==> src/rtl/mcpu5_run_controller_if.sv <==
// Stream bundle for the MCPU5 run controller: program-load input stream
// and OUT-instruction output stream, both valid/ready.
interface mcpu5_run_controller_if;
    logic       load_valid;
    logic [5:0] load_data;
    logic       load_ready;
    logic       out_valid;
    logic [7:0] out_data;
    logic       out_ready;

    modport master (
        output load_valid,
        output load_data,
        input  load_ready,
        input  out_valid,
        input  out_data,
        output out_ready
    );

    modport slave (
        input  load_valid,
        input  load_data,
        output load_ready,
        output out_valid,
        output out_data,
        input  out_ready
    );
endinterface

==> src/rtl/mcpu5_run_controller.sv <==
// Host-side run controller for the MCPU5 core. Loads a small program
// memory, then steps the core through reset and a 3-cycle-per-instruction
// clock sequence. It splits the time-shared cpu_data bus into PC and
// accumulator captures and turns OUT instructions into a back-pressured
// stream.
module mcpu5_run_controller #(
    parameter int         AW  = 5,
    parameter logic [5:0] NOP = 6'b111011
) (
    input  logic                  clk,
    input  logic                  rst,
    mcpu5_run_controller_if.slave bus,
    input  logic                  start,
    input  logic                  stop,
    input  logic                  bkpt_en,
    input  logic [AW-1:0]         bkpt_addr,
    output logic                  cpu_clk,
    output logic                  cpu_rst,
    output logic [5:0]            cpu_inst,
    input  logic [7:0]            cpu_data,
    output logic                  running,
    output logic                  halted,
    output logic [7:0]            pc_q,
    output logic [7:0]            acc_q,
    output logic [15:0]           steps
);
    localparam logic [5:0] OP_OUT = 6'b111001;

    typedef enum logic [2:0] {
        S_IDLE, S_CR_LO, S_CR_HI, S_FETCH, S_EXEC_LO, S_EXEC_HI
    } state_t;

    state_t          state_r, state_nxt_s;
    logic [AW-1:0]   wptr_r;
    logic [5:0]      mem_r [0:(2**AW)-1];
    logic            cpu_clk_r, cpu_rst_r, running_r, halted_r, load_ready_r, out_valid_r;
    logic [5:0]      cpu_inst_r;
    logic [7:0]      pc_q_r, acc_q_r, out_data_r;
    logic [15:0]     steps_r;

    logic            cpu_clk_nxt_s, cpu_rst_nxt_s, halted_nxt_s, out_valid_nxt_s;
    logic [5:0]      cpu_inst_nxt_s;
    logic [7:0]      pc_nxt_s, acc_nxt_s, out_data_nxt_s;
    logic [15:0]     steps_nxt_s, steps_inc_s;
    logic            capture_s, clear_out_s, restart_s, load_fire_s, bkpt_hit_s, stall_s;

    assign load_fire_s = bus.load_valid && load_ready_r;
    assign bkpt_hit_s  = bkpt_en && (pc_q_r[AW-1:0] == bkpt_addr);
    // An OUT must wait while the previous value is still unclaimed.
    assign stall_s     = (cpu_inst_r == OP_OUT) && out_valid_r && !bus.out_ready;
    assign steps_inc_s = (steps_r == 16'hFFFF) ? steps_r : (steps_r + 16'd1);

    // Sequencer: next state plus the per-state captures and status updates.
    always_comb begin
        state_nxt_s    = state_r;
        cpu_inst_nxt_s = cpu_inst_r;
        halted_nxt_s   = halted_r;
        steps_nxt_s    = steps_r;
        pc_nxt_s       = pc_q_r;
        acc_nxt_s      = acc_q_r;
        capture_s      = 1'b0;
        clear_out_s    = 1'b0;
        restart_s      = 1'b0;
        case (state_r)
            S_IDLE: begin
                // Parked on NOP; after a stall-halt the OUT is held one more
                // cycle so the instruction only changes with cpu_clk high.
                cpu_inst_nxt_s = NOP;
                if (start) begin
                    state_nxt_s  = S_CR_LO;
                    halted_nxt_s = 1'b0;
                    steps_nxt_s  = 16'd0;
                    clear_out_s  = 1'b1;
                    restart_s    = 1'b1;
                end else begin
                    state_nxt_s  = S_IDLE;
                end
            end
            S_CR_LO: begin
                state_nxt_s = S_CR_HI;
            end
            S_CR_HI: begin
                state_nxt_s = S_FETCH;
                pc_nxt_s    = 8'd0;
            end
            S_FETCH: begin
                if (stop || bkpt_hit_s) begin
                    state_nxt_s    = S_IDLE;
                    halted_nxt_s   = 1'b1;
                    cpu_inst_nxt_s = NOP;
                end else begin
                    state_nxt_s    = S_EXEC_LO;
                    cpu_inst_nxt_s = mem_r[pc_q_r[AW-1:0]];
                end
            end
            S_EXEC_LO: begin
                if (stall_s) begin
                    if (stop) begin
                        state_nxt_s  = S_IDLE;
                        halted_nxt_s = 1'b1;
                        acc_nxt_s    = cpu_data;
                        steps_nxt_s  = steps_inc_s;
                    end else begin
                        state_nxt_s  = S_EXEC_LO;
                    end
                end else begin
                    state_nxt_s = S_EXEC_HI;
                    capture_s   = (cpu_inst_r == OP_OUT);
                    acc_nxt_s   = cpu_data;
                    steps_nxt_s = steps_inc_s;
                end
            end
            S_EXEC_HI: begin
                state_nxt_s = S_FETCH;
                pc_nxt_s    = cpu_data;
            end
            default: begin
                state_nxt_s = S_IDLE;
            end
        endcase
    end

    // Core clock/reset pins are a pure function of the state being entered.
    always_comb begin
        cpu_clk_nxt_s = 1'b1;
        cpu_rst_nxt_s = 1'b0;
        case (state_nxt_s)
            S_IDLE:    begin cpu_clk_nxt_s = 1'b1; cpu_rst_nxt_s = 1'b0; end
            S_CR_LO:   begin cpu_clk_nxt_s = 1'b0; cpu_rst_nxt_s = 1'b1; end
            S_CR_HI:   begin cpu_clk_nxt_s = 1'b1; cpu_rst_nxt_s = 1'b1; end
            S_FETCH:   begin cpu_clk_nxt_s = 1'b1; cpu_rst_nxt_s = 1'b0; end
            S_EXEC_LO: begin cpu_clk_nxt_s = 1'b0; cpu_rst_nxt_s = 1'b0; end
            S_EXEC_HI: begin cpu_clk_nxt_s = 1'b1; cpu_rst_nxt_s = 1'b0; end
            default:   begin cpu_clk_nxt_s = 1'b1; cpu_rst_nxt_s = 1'b0; end
        endcase
    end

    // Output stream: a new capture wins over a simultaneous accept.
    always_comb begin
        out_valid_nxt_s = out_valid_r;
        out_data_nxt_s  = out_data_r;
        if (clear_out_s) begin
            out_valid_nxt_s = 1'b0;
        end else if (capture_s) begin
            out_valid_nxt_s = 1'b1;
            out_data_nxt_s  = cpu_data;
        end else if (bus.out_ready) begin
            out_valid_nxt_s = 1'b0;
        end else begin
            out_valid_nxt_s = out_valid_r;
        end
    end

    // State and all registered outputs.
    always_ff @(posedge clk or posedge rst) begin
        if (rst) begin
            state_r      <= S_IDLE;
            cpu_clk_r    <= 1'b1;
            cpu_rst_r    <= 1'b0;
            cpu_inst_r   <= NOP;
            running_r    <= 1'b0;
            halted_r     <= 1'b0;
            load_ready_r <= 1'b1;
            out_valid_r  <= 1'b0;
            out_data_r   <= 8'd0;
            pc_q_r       <= 8'd0;
            acc_q_r      <= 8'd0;
            steps_r      <= 16'd0;
        end else begin
            state_r      <= state_nxt_s;
            cpu_clk_r    <= cpu_clk_nxt_s;
            cpu_rst_r    <= cpu_rst_nxt_s;
            cpu_inst_r   <= cpu_inst_nxt_s;
            running_r    <= (state_nxt_s != S_IDLE);
            halted_r     <= halted_nxt_s;
            load_ready_r <= (state_nxt_s == S_IDLE);
            out_valid_r  <= out_valid_nxt_s;
            out_data_r   <= out_data_nxt_s;
            pc_q_r       <= pc_nxt_s;
            acc_q_r      <= acc_nxt_s;
            steps_r      <= steps_nxt_s;
        end
    end

    // Load write pointer; start rewinds it even if a word lands that cycle.
    always_ff @(posedge clk or posedge rst) begin
        if (rst) begin
            wptr_r <= {AW{1'b0}};
        end else if (restart_s) begin
            wptr_r <= {AW{1'b0}};
        end else if (load_fire_s) begin
            wptr_r <= wptr_r + AW'(1);
        end else begin
            wptr_r <= wptr_r;
        end
    end

    // Program memory write port; contents are not reset.
    always_ff @(posedge clk) begin
        if (load_fire_s) begin
            mem_r[wptr_r] <= bus.load_data;
        end
    end

    assign cpu_clk        = cpu_clk_r;
    assign cpu_rst        = cpu_rst_r;
    assign cpu_inst       = cpu_inst_r;
    assign running        = running_r;
    assign halted         = halted_r;
    assign pc_q           = pc_q_r;
    assign acc_q          = acc_q_r;
    assign steps          = steps_r;
    assign bus.load_ready = load_ready_r;
    assign bus.out_valid  = out_valid_r;
    assign bus.out_data   = out_data_r;
endmodule

==> src/flat_wrapper.sv <==
// flat-port wrapper written by rule: the top's interface ports become plain ports
module mcpu5_run_controller_flat 
#(
    parameter int         AW  = 5,
    parameter logic [5:0] NOP = 6'b111011
)
  (clk, rst, start, stop, bkpt_en, bkpt_addr, cpu_clk, cpu_rst, cpu_inst, cpu_data, running, halted, pc_q, acc_q, steps, bus_load_valid, bus_load_data, bus_load_ready, bus_out_valid, bus_out_data, bus_out_ready);
  mcpu5_run_controller_if bus_i ();
  input  logic clk;
  input  logic rst;
  input  logic start;
  input  logic stop;
  input  logic bkpt_en;
  input  logic [AW-1:0] bkpt_addr;
  output logic cpu_clk;
  output logic cpu_rst;
  output logic [5:0] cpu_inst;
  input  logic [7:0] cpu_data;
  output logic running;
  output logic halted;
  output logic [7:0] pc_q;
  output logic [7:0] acc_q;
  output logic [15:0] steps;
  input wire logic [$bits(bus_i.load_valid)-1:0] bus_load_valid;
  input wire logic [$bits(bus_i.load_data)-1:0] bus_load_data;
  output wire logic [$bits(bus_i.load_ready)-1:0] bus_load_ready;
  output wire logic [$bits(bus_i.out_valid)-1:0] bus_out_valid;
  output wire logic [$bits(bus_i.out_data)-1:0] bus_out_data;
  input wire logic [$bits(bus_i.out_ready)-1:0] bus_out_ready;
  assign bus_i.load_valid = bus_load_valid;
  assign bus_i.load_data = bus_load_data;
  assign bus_load_ready = bus_i.load_ready;
  assign bus_out_valid = bus_i.out_valid;
  assign bus_out_data = bus_i.out_data;
  assign bus_i.out_ready = bus_out_ready;
  mcpu5_run_controller #(.AW(AW), .NOP(NOP)) u_core (.clk(clk), .rst(rst), .bus(bus_i), .start(start), .stop(stop), .bkpt_en(bkpt_en), .bkpt_addr(bkpt_addr), .cpu_clk(cpu_clk), .cpu_rst(cpu_rst), .cpu_inst(cpu_inst), .cpu_data(cpu_data), .running(running), .halted(halted), .pc_q(pc_q), .acc_q(acc_q), .steps(steps));
endmodule
==> config.mk <==
export PLATFORM = sky130hd
export DESIGN_NAME = mcpu5_run_controller_flat
export DESIGN_NICKNAME = d
export VERILOG_FILES = /design/src/rtl/mcpu5_run_controller_if.sv /design/src/rtl/mcpu5_run_controller.sv /design/src/flat_wrapper.sv
export SDC_FILE = /design/constraint.sdc
export NUM_CORES = 1
export LEC_CHECK = 0
export CORE_AREA = 2 2 191 193
export DETAILED_ROUTE_END_ITERATION = 12
export DIE_AREA = 0 0 193 195
export GPL_TIMING_DRIVEN = 1
export PLACE_DENSITY = 0.55
export SLEW_MARGIN = 0
export SYNTH_ARGS = -nofsm -noshare
export SYNTH_HDL_FRONTEND = slang
export SYNTH_SLANG_ARGS = --single-unit
==> constraint.sdc <==
create_clock -name clk -period 2.04 [get_ports clk]
set_input_delay 0.306 -clock clk [delete_from_list [all_inputs] [get_ports clk]]
set_output_delay 0.306 -clock clk [all_outputs]
set_load 0.005 [all_outputs]
# Word-level counts from Yosys, hierarchy flattened
# Memory sizes are Yosys's and may differ from the RTL's.
# Index checks and enable logic that the tools add are counted.
# totals
register_bits,60
mem_bits_rw,192
in_bits,26
out_inout_bits,52
word_cells,89
memories,1
# memory_table
name,depth,word_bits,read_ports,rd_clocked_by_memory_dff,wr,line,source
u_core.mem_r,32,6,1,0,1,mcpu5_run_controller.sv:35,logic [5:0] mem_r [0:(2**AW)-1];
# op_classes
n_addsub,2
n_eq_ne,17
muxes,33
n_bitwise,1
reduce_logical,22
# ops
cell,count
two-way mux 16 bit,4
case mux 16 bit (2 select lines),1
"adder 16 x 1 -> 16 bit, second input constant",1
"equality test 16 bit, second input constant",1
two-way mux 1 bit,16
two-way mux 8 bit,2
case mux 8 bit (2 select lines),1
case mux 3 bit (5 select lines),1
case mux 6 bit (2 select lines),1
two-way mux 5 bit,2
"equality test 3 x 2 -> 1 bit, second input constant",3
"equality test 3 bit, second input constant",3
two-way mux 3 bit,3
nonzero test 3 bit,3
nonzero test 2 bit,4
"equality test 3 x 1 -> 1 bit, second input constant",2
"equality test 6 bit, second input constant",1
zero test 3 bit,2
two-way mux 6 bit,1
"inequality test 2 bit, second input constant",3
OR reduction 2 bit,3
"adder 5 x 1 -> 5 bit, second input constant",1
equality test 5 bit,1
AND reduction 5 bit,1
other kinds (9),14

# Longest topological paths before layout
# logic_depth
ltp_word,8
mapped_depth,8
depth_no_buf,6

# Least setup slack after synthesis
# Ideal clock, no wire load.
# synth_timing
kind,flip-flop to flip-flop
from,register u_core.cpu_inst_r[4] (netlist: u_core.cpu_inst[4])
to,register u_core.acc_q_r[0] (netlist: u_core.acc_q[0])
setup_time_ns,0.125
arrival_time_ns,1.832
setup_slack_ns,0.084
stages_incl_launch_ff,6
n_path_buf,1
path_cell_list,dfstp_2 nand4b_1 or3_1 clkbuf_1 o21ai_2 mux2_2
# synth_between
elab_chain_cells,5
elab_cells_between_ends,6
classes_between,eq/ne: 2; mux: 1; reduce/logical: 3
# synth_lines
element,line,source
from (decl),mcpu5_run_controller.sv:37,logic [5:0] cpu_inst_r;
from (signal assigned),mcpu5_run_controller.sv:173,cpu_inst_r <= cpu_inst_nxt_s;
equality test 6 bit (*),mcpu5_run_controller.sv:50,assign stall_s = (cpu_inst_r == OP_OUT) && out_valid_r && !bus.out_ready;
logical AND 1 bit (*) (2 in series),mcpu5_run_controller.sv:50,
inequality test 2 bit (no line),--,
AND reduction 2 bit (no line),--,
to (signal assigned),mcpu5_run_controller.sv:180,acc_q_r <= acc_nxt_s;
to (decl),mcpu5_run_controller.sv:38,"logic [7:0] pc_q_r, acc_q_r, out_data_r;"
# Every way passes the cells marked *; elsewhere a longest branch is shown, timed or not.
# A chain may end at the register's enable or synchronous reset.

# Worst setup path after layout
# layout_timing
from,register u_core.pc_q_r[0] (netlist: u_core.pc_q[0])
to,register u_core.cpu_inst_r[3] (netlist: u_core.cpu_inst[3])
# layout_between
elab_chain_cells,5
elab_cells_between_ends,6
classes_between,eq/ne: 1; mux: 2; reduce/logical: 2; memory: 1
# layout_lines
element,line,source
from (decl),mcpu5_run_controller.sv:38,
from (signal assigned),mcpu5_run_controller.sv:179,pc_q_r <= pc_nxt_s;
branches (longest 3 deep; another with memory (32 x 6 bit)),--,
two-way mux 6 bit (*),mcpu5_run_controller.sv:87,if (stop || bkpt_hit_s) begin
case mux 6 bit (2 select lines) (*),mcpu5_run_controller.sv:64,case (state_r)
# Every way passes the cells marked *.

==> impl_results.md <==
* Area Growth Syn to Fin at 34.22%
* Fill cells at 3265
* Post-route setup slack at -0.08656 ns
* DR WL/cell at 19.52 microns
* CP arrival at 2.59 ns
* CP endpoint kind: flop
* I/O pin count at 78
* TNS Setup at -0.2058 ns
* Num Clock Sinks at 252
* Grt ovf at 0
* Setup-failing EPs final at 7
* Setup Skew at 0.02783 ns
* # port buffers at 77
* Routed met1 length at 11970 microns
* Antenna-violating nets left at 0
* Worst setup slack after placement at -0.1442 ns
* Post-detail-place hpwl at roughly 17000 microns
* Post-Synthesis Cells at 667
* Failing checks: negative setup slack
* Fin cells at 1343
* Die span in x at 193 microns
* Sequential Area at 7282 sq um
* Final Max Slew Viols at 0
* CTS HTree Levels at 1
* Max Cap Viol at 0
* GP Congestion at 0.7916
* YS warnings at 0
* Max Fclk at 470.2 MHz
* Hold Fails Final Rpt at 0
* Period utilization at 104.2%
* Number of synthesized flops with an enable pin at 192
* Hold slack at 0.1523 ns
* Async SR Flop Fraction at a little under a quarter
* Reg clk slew, reported paths at 0.06 ns
* Met3 WL at about 1400 microns
* Highest routing layer actually used: met4
* Starting Density at 29.66%
* Syn nets at around 700
* Area occupied by multi-input gates at ~3300 sq um
* CTS tree: done
* DRT Wirelength at 26220 microns
* Status: finished, violations left
* Vias per inst at about 4.8
* DRC viols at 0
* Top post-synthesis cells by area: edfxtp_1 (55%), dfrtp_1 (13%), mux4_2 (6.9%), mux2i_1 (4.2%), nor2_1 (2.3%)
* Synthesized area at 10500 sq um
* Mean Syn Cell Area at 15.74 sq um
* CTS Buffer Depth at 3
* Seq/Total Area, Yosys at 69.30%
* Starting DRT DRC Count at between 300 and 400
* First-pass DRT Iterations at 4
* Total track usage at a little over an eighth
* Pin count of the biggest net entering global routing at 61
* Num CTS Buffers at 27
* Synth area leader: edfxtp_1
* Leakage at 4.930 nW
* Worst setup SP type: flop
* Antenna Cells at 0
* Final nets at 892
* PwrDens at 1257 nW/um^2
* Via count at about 6500
* Yosys top cell area share at 54.92%
* Pwr Total at 17.71 mW
* Most frequent cell after synthesis: edfxtp_1
* Worst-margin pin slew at 0.5833 ns
* Routed wl met2 at 12330 microns
* RSZ-0062 raised after global routing: yes
* Initial antenna violation count at 0
* Layout cell share with drive strength beyond 1 at 30.84%
* DIE HEIGHT at 195 microns
* DIE AREA at roughly 38000 sq um
* Placed insts at ~1300
* Seq cells post-synth at 252
* First-pass GRT wire length at 39100 microns
* Vias in the first global route at ~6500
* Peak VDD IR at ~640 uV
* Placeable Area at around 35000 sq um
* Setup CP Type: reg -> reg
* Clk_lat worst skew at 0.56 ns
* Fin crit period at ~2.1 ns
* Crit-path max FO at 8
* Yosys cell types at 51
* Synth Flop Type: edfxtp_1
* Most frequent cells after synthesis: edfxtp_1 (192), nor2_1 (64), dfrtp_1 (53), mux2i_1 (44)
* Slew headroom at between 60% and 70%
* # hold bufs at CTS at 0
* Hold crit path type: in -> async
* Root Buffer: clkbuf_16
* # rows at 69
* Worst path required time at 2.50 ns
==> logic make-up (layout without fill, tap and decap cells) <==
| kind of cell | after synthesis | count (layout) | share of synthesized area, % |
|---|---|---|---|
| fa+ha+maj | 5 | 5 | 0.5959 |
| compound gates | 96 | 97 | 6.590 |
| flops | 252 | 252 | 69.30 |
| xor+xnor | 8 | 8 | 0.6674 |
| buf+inv | 48 | 262 | 2.288 |
| simple gates | 164 | 164 | 7.568 |
| mux | 94 | 94 | 12.99 |
==> flip-flops by register name (all words and copies together) (netlist names) <==
register	cells
u_core.state_r	3
u_core.mem_r	192
u_core.running	1
u_core.cpu_clk	1
u_core.bus.out_data	8
u_core.cpu_inst	6
u_core.halted	1
u_core.wptr_r	5
u_core.acc_q	8
u_core.bus.out_valid	1
u_core.pc_q	8
u_core.bus.load_ready	1
u_core.cpu_rst	1
u_core.steps	16
==> stage by stage <==
step	cell area [sq um]	utilization, %
4_1_cts	13800	39.00
6_report	14090	39.81
2_1_floorplan	10500	-
3_3_place_gp	12600	35.59
5_1_grt	14090	39.81
3_5_place_dp	12600	35.59
==> placed cells by master, fill, tap and decap left out, drive strengths merged, types with 3 or more instances in the layout <==
master           n
dlymetal6s2s     3
dfstp            7
clkdlybuf4s50   70
o21ai           15
mux4            32
a21boi           3
nand3           13
a21oi           18
o32a             5
and2             6
a22oi            8
clkinv           9
nand2           32
dfrtp           53
a32oi            4
o31ai           11
a221oi          13
buf            122
clkbuf          30
clkinvlp         3
nor4             3
or2              5
or4              9
edfxtp         192
bufinv           5
nor2b            9
mux2i           44
a211oi           7
nand4            5
or3              7
xor2             6
mux2            18
nor2            64
nand3b           3
ha               5
inv             15
dlygate4sd2      3
==> worst max-delay path, cell delays in order, from the launching register on <==
cell and delay [ns]:
dfrtp_4 0.49, buf_12 0.16, mux4_2 0.51, mux2_4 0.28, o211a_1 0.25, o32a_1 0.34
==> layer usage <==
layer  vias up  GRT usage [%]
met3        43          2.103
met4         0          3.227
met1      3254          19.10
met5         -              0
met2       162          22.57
li1       2997              -
==> path summary, 6_finish.rpt <==
path	from	to	slack, ns	cells past startpoint
min in group clk	cpu_data[6]	u_core.pc_q[6]	0.44	3
worst max register to register	u_core.pc_q[0]	u_core.cpu_inst[3]	-0.09	5
worst min-delay path	rst	u_core.pc_q[6]	0.15	3
worst min register to register	u_core.bus.out_data[5]	u_core.bus.out_data[5]	0.51	1
max in group asynchronous	rst	u_core.cpu_inst[1]	1.57	3
worst max-delay path	u_core.pc_q[0]	u_core.cpu_inst[3]	-0.09	5
==> what timing repair did <==
item                                    in CTS  in global routing
gates cloned                                 2                  2
pin swaps                                    3                 19
buffers inserted                            10                  4
gates resized for setup                     36                 48
endpoints found under the setup margin      24                 33
==> power by group <==
part	leakage (nW)	internal [mW]	switching, mW	total (mW)
combinational	1.97	3.29	2.94	6.23
clock	0.458	3.09	2.06	5.15
sequential	2.50	6.03	0.301	6.33
==> final cells by class <==
cell class                      instances  area share, %
Multi-Input combinational cell        368          23.15
Sequential cell                       252          51.68
Tap cell                              461          4.093
Clock inverter                         21          1.856
Clock buffer                           29          4.848
Timing Repair Buffer                  201          14.08
Inverter                               11         0.2930
(Power assumes the default switching activity.)
